## config.mk

```make
export PLATFORM = sky130hd
export DESIGN_NAME = ifetch_prefetch_queue
export DESIGN_NICKNAME = d
export VERILOG_FILES = /design/src/rtl/ifetch_prefetch_queue.sv
export SDC_FILE = /design/constraint.sdc
export NUM_CORES = 1
export LEC_CHECK = 0
export ABC_AREA = 1
export CAP_MARGIN = 25
export CELL_PAD_IN_SITES_DETAIL_PLACEMENT = 2
export CELL_PAD_IN_SITES_GLOBAL_PLACEMENT = 2
export CORE_MARGIN = 2
export CORE_UTILIZATION = 41
export CTS_BUF_LIST = sky130_fd_sc_hd__clkbuf_4 sky130_fd_sc_hd__clkbuf_8
export DETAILED_ROUTE_END_ITERATION = 12
export PLACE_DENSITY_LB_ADDON = 0.15
export SLEW_MARGIN = 20
export SYNTH_ARGS = -nofsm -noshare
export SYNTH_HDL_FRONTEND = slang
export SYNTH_SLANG_ARGS = --single-unit
```

## constraint.sdc

```tcl
create_clock -name clk -period 12.7 [get_ports clk]
set_input_delay 2.54 -clock clk [delete_from_list [all_inputs] [get_ports clk]]
set_output_delay 2.54 -clock clk [all_outputs]
set_load 0.03 [all_outputs]
```

## src/rtl/ifetch_prefetch_queue.sv

```systemverilog
// ifetch_prefetch_queue: fetch-ahead queue between core IF/ID and fixed-latency instruction memory
// Ports: clk/rst_n (sync, active low); redirect_i/redirect_pc_i flush and restart fetch;
// instr_valid_o/instr_ready_i/instr_o/instr_pc_o head handshake to the core;
// im_addr_o/im_oen_o/im_rdata_i memory read port; occupancy_o buffered entry count.
module ifetch_prefetch_queue #(
   parameter int DEPTH   = 4,
   parameter int MEM_LAT = 1,
   parameter int AW      = 11
) (
   input  logic                     clk,
   input  logic                     rst_n,
   input  logic                     redirect_i,
   input  logic [AW-1:0]            redirect_pc_i,
   input  logic                     instr_ready_i,
   output logic                     instr_valid_o,
   output logic [31:0]              instr_o,
   output logic [AW-1:0]            instr_pc_o,
   output logic [AW-1:0]            im_addr_o,
   output logic                     im_oen_o,
   input  logic [31:0]              im_rdata_i,
   output logic [$clog2(DEPTH):0]   occupancy_o
);
   localparam int PW = $clog2(DEPTH);
   localparam int OW = PW + 1;
   localparam int CW = PW + 2;
   localparam logic [CW-1:0] DEPTH_W = CW'(DEPTH);
   logic            started_q;
   logic [AW-1:0]   pc_q, pc_d;
   logic [MEM_LAT-1:0] fv_q, fv_d;
   logic [AW-1:0]   fpc_q [MEM_LAT];
   logic [AW-1:0]   fpc_d [MEM_LAT];
   logic [31:0]     data_q [DEPTH];
   logic [AW-1:0]   dpc_q [DEPTH];
   logic [PW-1:0]   rd_q, rd_d, wr_q, wr_d;
   logic [OW-1:0]   cnt_q, cnt_d;
   logic [CW-1:0]   credit;
   logic            issue, push, pop;
   // every in-flight request holds a reserved FIFO entry, so pushes never overflow
   always_comb begin
      credit = CW'(cnt_q);
      for (int i = 0; i < MEM_LAT; i++) credit = credit + CW'(fv_q[i]);
      issue = started_q && credit < DEPTH_W;
      push = fv_q[MEM_LAT-1] && !redirect_i;
      pop = instr_valid_o && instr_ready_i && !redirect_i;
      pc_d = redirect_i ? redirect_pc_i : pc_q + AW'(issue);
      fv_d[0] = issue && !redirect_i;
      fpc_d[0] = pc_q;
      for (int i = 1; i < MEM_LAT; i++) begin
         fv_d[i] = fv_q[i-1] && !redirect_i;
         fpc_d[i] = fpc_q[i-1];
      end
      rd_d = redirect_i ? '0 : rd_q + PW'(pop);
      wr_d = redirect_i ? '0 : wr_q + PW'(push);
      cnt_d = redirect_i ? '0 : cnt_q + OW'(push) - OW'(pop);
   end
   always_ff @(posedge clk) begin
      if (!rst_n) begin
         started_q <= 1'b0;
         pc_q <= '0;
         fv_q <= '0;
         rd_q <= '0;
         wr_q <= '0;
         cnt_q <= '0;
      end else begin
         started_q <= 1'b1;
         pc_q <= pc_d;
         fv_q <= fv_d;
         rd_q <= rd_d;
         wr_q <= wr_d;
         cnt_q <= cnt_d;
      end
   end
   // payload storage needs no reset: the valid bits and count gate every use
   always_ff @(posedge clk) begin
      fpc_q <= fpc_d;
      if (push) begin
         data_q[wr_q] <= im_rdata_i;
         dpc_q[wr_q] <= fpc_q[MEM_LAT-1];
      end
   end
   assign instr_valid_o = cnt_q != '0;
   assign instr_o = instr_valid_o ? data_q[rd_q] : '0;
   assign instr_pc_o = instr_valid_o ? dpc_q[rd_q] : '0;
   assign im_addr_o = pc_q;
   assign im_oen_o = !issue;
   assign occupancy_o = cnt_q;
endmodule

```

==> flow_metrics.tcl, run 1 <==
set metrics [dict create \
    cap_violations 0 \
    rsz0062_at_grt "no" \
    endpoint_kind "output port" \
    crit_type "reg2out" \
    ys_types 24 \
    wl_um 23500 \
    grt-ovfl-total 0 \
    drt-vias-per-instance 5.20 \
    gp_congestion 0.744 \
    p_total_mw 1.41 \
    ios 106 \
    setup_viol 0 \
    cts.sinks 203 \
    rows 50 \
    crit_fanout 88 \
    die_area_um2 20500 \
    cts-hold-fix-buffers 0 \
    max_freq_mhz 168 \
    wire_per_inst_um 21.9 \
    slew_headroom_pct 31.9 \
    drtAntennaViolNets 0 \
    root_buffer "clkbuf_8" \
    post_cts_buffers 0 \
    synthToLayoutAreaGrowth_pct 25.1 \
    period_share_pct 46.9 \
    critPathRequiredTime_ns 10.16 \
    coreArea_um2 18800 \
    syn_area_per_cell_um2 11.9 \
    cp_data_arrival_time_ns 3.42 \
    drive_gt1_share_pct 9.47 \
    nNetsFinal 842 \
    peakVddDrop_mv 0.103 \
    vias 5581 \
    drtIter0Drc 271 \
    slew_violations 0 \
    start_util_pct 42.2 \
    outcome "completed" \
    antenna_found_initial 0 \
    skew_ns 0.0174 \
    path_cells "inv_4, o21ai_0, a21oi_1, clkdlybuf4s50_1" \
    worst_pin_slew_ns 1.02 \
    fin_setup_tns_ns 0 \
    synthesis.area_um2 7940 \
    reg2reg_slack_ns 10.06 \
    slowest_delay_ns 1.02 \
    synth_fp_nets 724 \
    grt_pass1_vias 6544 \
    hold_path_class "reg2reg" \
    postSynthCellCount 669 \
    hpwl_um 14000 \
    cts_tree "done" \
    grt_pass1_wl_um 36400 \
    ys_seq_elements 203 \
    fin_util_pct 52.7 \
    min_period_ns 5.96 \
    ctsResizeCount 0 \
    first_pass_iters 4 \
    finalHoldViolCount 0 \
    insertion_delay_ns 0.51 \
    yosysSeqAreaShare_pct 72.9 \
    n_antenna_cell 0 \
    crit_slowest_cell "dfxtp_4" \
    grt_max_degree 89 \
    drcViolationCount 0 \
    power.density_nw_per_um2 142 \
    cts-buffers-inserted 36 \
    startpoint_type "flop" \
    io_buffers 105 \
    grt_use_total_pct 23.7 \
    cts_buffer_depth 3 \
    htree_levels 2 \
    die_h_um 143 \
    die_x_um 143 \
    ys_warn_count 0 \
    p_leak_nw 3.52 \
    clk_pin_slew_ns 0.06 \
]
-- synthesized netlist by cell type --
cell type,n,area share [%]
xnor2_1,5,0.55
inv_4,1,0.079
buf_4,2,0.19
nand2_1,37,1.7
clkbuf_1,7,0.33
buf_6,6,0.85
o21ai_0,67,4.2
nor3_1,5,0.32
o21bai_1,2,0.19
nor3_4,1,0.20
o21ai_1,27,1.7
a21oi_1,43,2.7
xor2_1,1,0.11
ha_1,7,1.1
dfxtp_1,31,7.8
nor2_2,1,0.079
buf_2,20,1.3
inv_1,26,1.2
nor2_1,191,9.0
edfxtp_1,172,65
a31oi_1,1,0.079
nand3_1,13,0.82
fa_1,1,0.25
inv_2,2,0.095
-- critical path, delay by kind of cell, from the launching register on --
family | cells | cell delay [ns]
flip-flops | 1 | 1.02
buffers and inverters | 2 | 1.19
AO/OA/AOI/OAI | 2 | 0.64
-- final cells by class --
cell class | instances | area (um^2)
Fill cell | 1815 | 8900
Clock inverter | 12 | 75.1
Multi-Input combinational cell | 402 | 1860
Inverter | 29 | 111
Tap cell | 260 | 325
Timing Repair Buffer | 115 | 1140
Sequential cell | 203 | 5790
Clock buffer | 52 | 634
-- worst paths after layout --
check | depth (start not counted) | end | startpoint
worst max-delay path | 4 | instr_o[0] | rd_q[0]
worst min-delay path | 0 | fpc_q[10] | im_addr_o[10]
worst max register to register | 10 | occupancy_o[2] | occupancy_o[1]
worst min register to register | 0 | fpc_q[10] | im_addr_o[10]
-- per-stage QoR --
step / instances / cell area [um^2] / hold slack, ns / worst slack [ns]
after floorplan: 669 / 7940 / 0.438 / 6.34
after global placement: 1006 / 9190 / 0.387 / 7.10
after detailed placement: 1006 / 9190 / 0.391 / 7.01
after CTS: 1070 / 9900 / 0.403 / 6.35
after global routing: 1073 / 9930 / 0.421 / 6.47
final: 1073 / 9930 / 0.404 / 6.74
-- power breakdown --
part | internal (mW) | total (mW) | switching [mW]
combinational | 0.0273 | 0.0627 | 0.0354
clock | 0.341 | 0.605 | 0.264
sequential | 0.733 | 0.742 | 0.00968
-- flip-flops by register name, indices dropped and copies added (netlist names) --
signal,flops
fpc_q,11
occupancy_o,3
dpc_q,44
im_addr_o,11
data_q,128
started_q,1
wr_q,2
fv_q,1
rd_q,2
-- layer usage --
metal | wire length [um] | vias to the layer above | GRT usage, % | share of wire, %
li1 | - | 2553 | - | -
met1 | 9130 | 2830 | 26.5 | 39
met2 | 12700 | 153 | 44.5 | 54
met3 | 1150 | 45 | 5.26 | 4.9
met4 | 461 | 0 | 7.35 | 2.0
met5 | 0 | - | 0 | 0
-- kinds of logic after synthesis --
group	share of synthesized area, %
AO/OA/AOI/OAI	8.90
buffers and inverters	4.03
XOR/XNOR	0.662
flip-flops	72.9
adder cells (fa/ha/maj)	1.35
AND/OR/NAND/NOR	12.2
-- layout by cell type (no fill, tap or decap), types with 5 or more instances in the layout --
cell type | synthesis | routed
a21oi_1 | 43 | 43
buf_4 | 2 | 9
clkbuf_4 | 0 | 13
clkbuf_8 | 0 | 39
clkdlybuf4s50_1 | 0 | 105
clkinv_1 | 0 | 8
dfxtp_1 | 31 | 29
edfxtp_1 | 172 | 172
ha_1 | 7 | 7
inv_1 | 26 | 26
nand2_1 | 37 | 37
nand3_1 | 13 | 13
nor2_1 | 191 | 191
o21ai_0 | 67 | 67
o21ai_1 | 27 | 27
xnor2_1 | 5 | 5
No activity file was read; power rests on OpenSTA's default activity.
==> run 2: changes to the inputs <==
CORE_UTILIZATION = 38   (was 41)
clock period = 6 ns   (was 12.7 ns; I/O delays follow)
==> flow_metrics.tcl, run 2 (same netlist as run 1, synthesis figures left out) <==
set metrics [dict create \
    outcome "completed" \
    rows 52 \
    placedInstanceArea_um2 9210 \
    finalHoldViolCount 0 \
    htree_levels 2 \
    nNetsFinal 840 \
    io_buffers 105 \
    die_h_um 149 \
    vias 5485 \
    cp_data_arrival_time_ns 3.17 \
    cts.sinks 203 \
    n_antenna_cell 0 \
    p_leak_nw 3.50 \
    coreArea_um2 20400 \
    pwr-share-seq_pct 52.4 \
    cap_violations 0 \
    wl_um 22600 \
    ctsResizeCount 0 \
    cts_tree "done" \
    wl_met3_um 869 \
    drive_gt1_share_pct 8.93 \
    top_register "data_q" \
    crit_fanout 86 \
    fin_setup_tns_ns 0 \
    crit_type "reg2out" \
    root_buffer "clkbuf_8" \
    p_comb_share_pct 4.4 \
    layout_commonest_cell "nor2_1" \
    wire_per_inst_um 21.0 \
    drtIter0Drc 176 \
    max_freq_mhz 229 \
    slowest_delay_ns 0.72 \
    path_cells "inv_4, o21ai_0, a21oi_1, clkdlybuf4s50_1" \
    period_share_pct 72.8 \
    rsz0062_at_grt "no" \
    routed-wl-met2_um 12200 \
    slew_violations 0 \
    insertion_delay_ns 0.51 \
    crit_slowest_cell "inv_4" \
    peakVddDrop_mv 0.167 \
    dr.max_layer_used "met4" \
    grt_max_degree 87 \
    drt-vias-per-instance 5.10 \
    hpwl_um 13100 \
    largest_reg_flops 128 \
    setup_viol 0 \
    cts_buffer_depth 3 \
    gp_congestion 0.733 \
    internal_power_mw 2.37 \
    startpoint_type "flop" \
    antenna_found_initial 0 \
    drtAntennaViolNets 0 \
    grt_pass1_vias 6283 \
    die_x_um 149 \
    grt-ovfl-total 0 \
    multi_input_area_um2 1860 \
    finalInstanceArea_um2 9920 \
    p_clk_share_pct 43.2 \
    p_switching_mw 0.631 \
    slew_headroom_pct 34.2 \
    power.density_nw_per_um2 302 \
    hold_path_class "reg2reg" \
    min_period_ns 4.37 \
    clk_pin_slew_ns 0.06 \
    cts-buffers-inserted 36 \
    grt_pass1_wl_um 35100 \
    endpoint_kind "output port" \
    ios 106 \
    critPathRequiredTime_ns 4.80 \
    synthToLayoutAreaGrowth_pct 24.9 \
    p_total_mw 3.00 \
    grt_use_total_pct 20.9 \
    worst_pin_slew_ns 0.986 \
    fillerInstances 2037 \
    p_sw_share_pct 21.0 \
    start_util_pct 39.0 \
    die_area_um2 22100 \
    regArea_um2 5790 \
    cts-hold-fix-buffers 0 \
    met1Wirelength_um 9290 \
    final_cell_mix "191 x nor2_1, 172 x edfxtp_1, 105 x clkdlybuf4s50_1" \
    skew_ns 0.0244 \
    reg_top3 "data_q x128, dpc_q x44" \
    post_cts_buffers 0 \
    drcViolationCount 0 \
    first_pass_iters 4 \
]
## run 2: cell types whose count changed in the layout (fill, tap and decap cells not counted), sizes merged
cell | before | now
buf | 10 | 8
bufinv | 1 | 3
clkbuf | 52 | 46
clkinv | 11 | 10
## run 2: path summary, 6_finish.rpt
kind,from,endpoint,slack [ns],depth (start not counted)
setup reg to reg,occupancy_o[0],occupancy_o[2],3.36,10
setup / recovery,rd_q[0],instr_o[31],1.63,4
hold reg to reg,im_addr_o[1],fpc_q[1],0.39,0
hold / removal,im_addr_o[1],fpc_q[1],0.39,0
## run 2: per-stage QoR
stage,hold WS [ns],setup slack [ns],std cells,utilization [%]
after detailed placement,0.391,2.17,1017,45.2
after floorplan,0.438,0.979,669,-
after CTS,0.391,1.61,1076,48.7
final,0.388,1.63,1076,48.7
after global placement,0.388,2.25,1017,45.2
after global routing,0.417,1.45,1076,48.7
## run 2: final cells by class
class                           instances  share of cell area (%)
Clock buffer                           46                    5.88
Clock inverter                         13                    1.34
Inverter                               29                    1.12
Multi-Input combinational cell        402                    18.7
Sequential cell                       203                    58.4
Tap cell                              270                    3.40
Timing Repair Buffer                  113                    11.2
## run 2: layer usage
metal | track usage (%) | vias up
met2 | 39.0 | 105
met3 | 4.33 | 27
met1 | 24.8 | 2803
met5 | 0 | -
met4 | 4.86 | 0
li1 | - | 2550
## run 2: power groups by stage
stage	combinational (mW)	clock (mW)	sequential (mW)
floorplan	0.0429	0	1.61
global placement	0.125	0	1.60
detailed placement	0.132	0	1.60
CTS	0.134	1.33	1.57
global route	0.143	1.39	1.57
finish	0.132	1.30	1.57
## run 2: critical path: cells and delay by family, from the launching register on
kind | cells | cell delay (ns)
DFF | 1 | 0.53
buffers and inverters | 2 | 1.44
AOI/OAI and AO/OA | 2 | 0.62
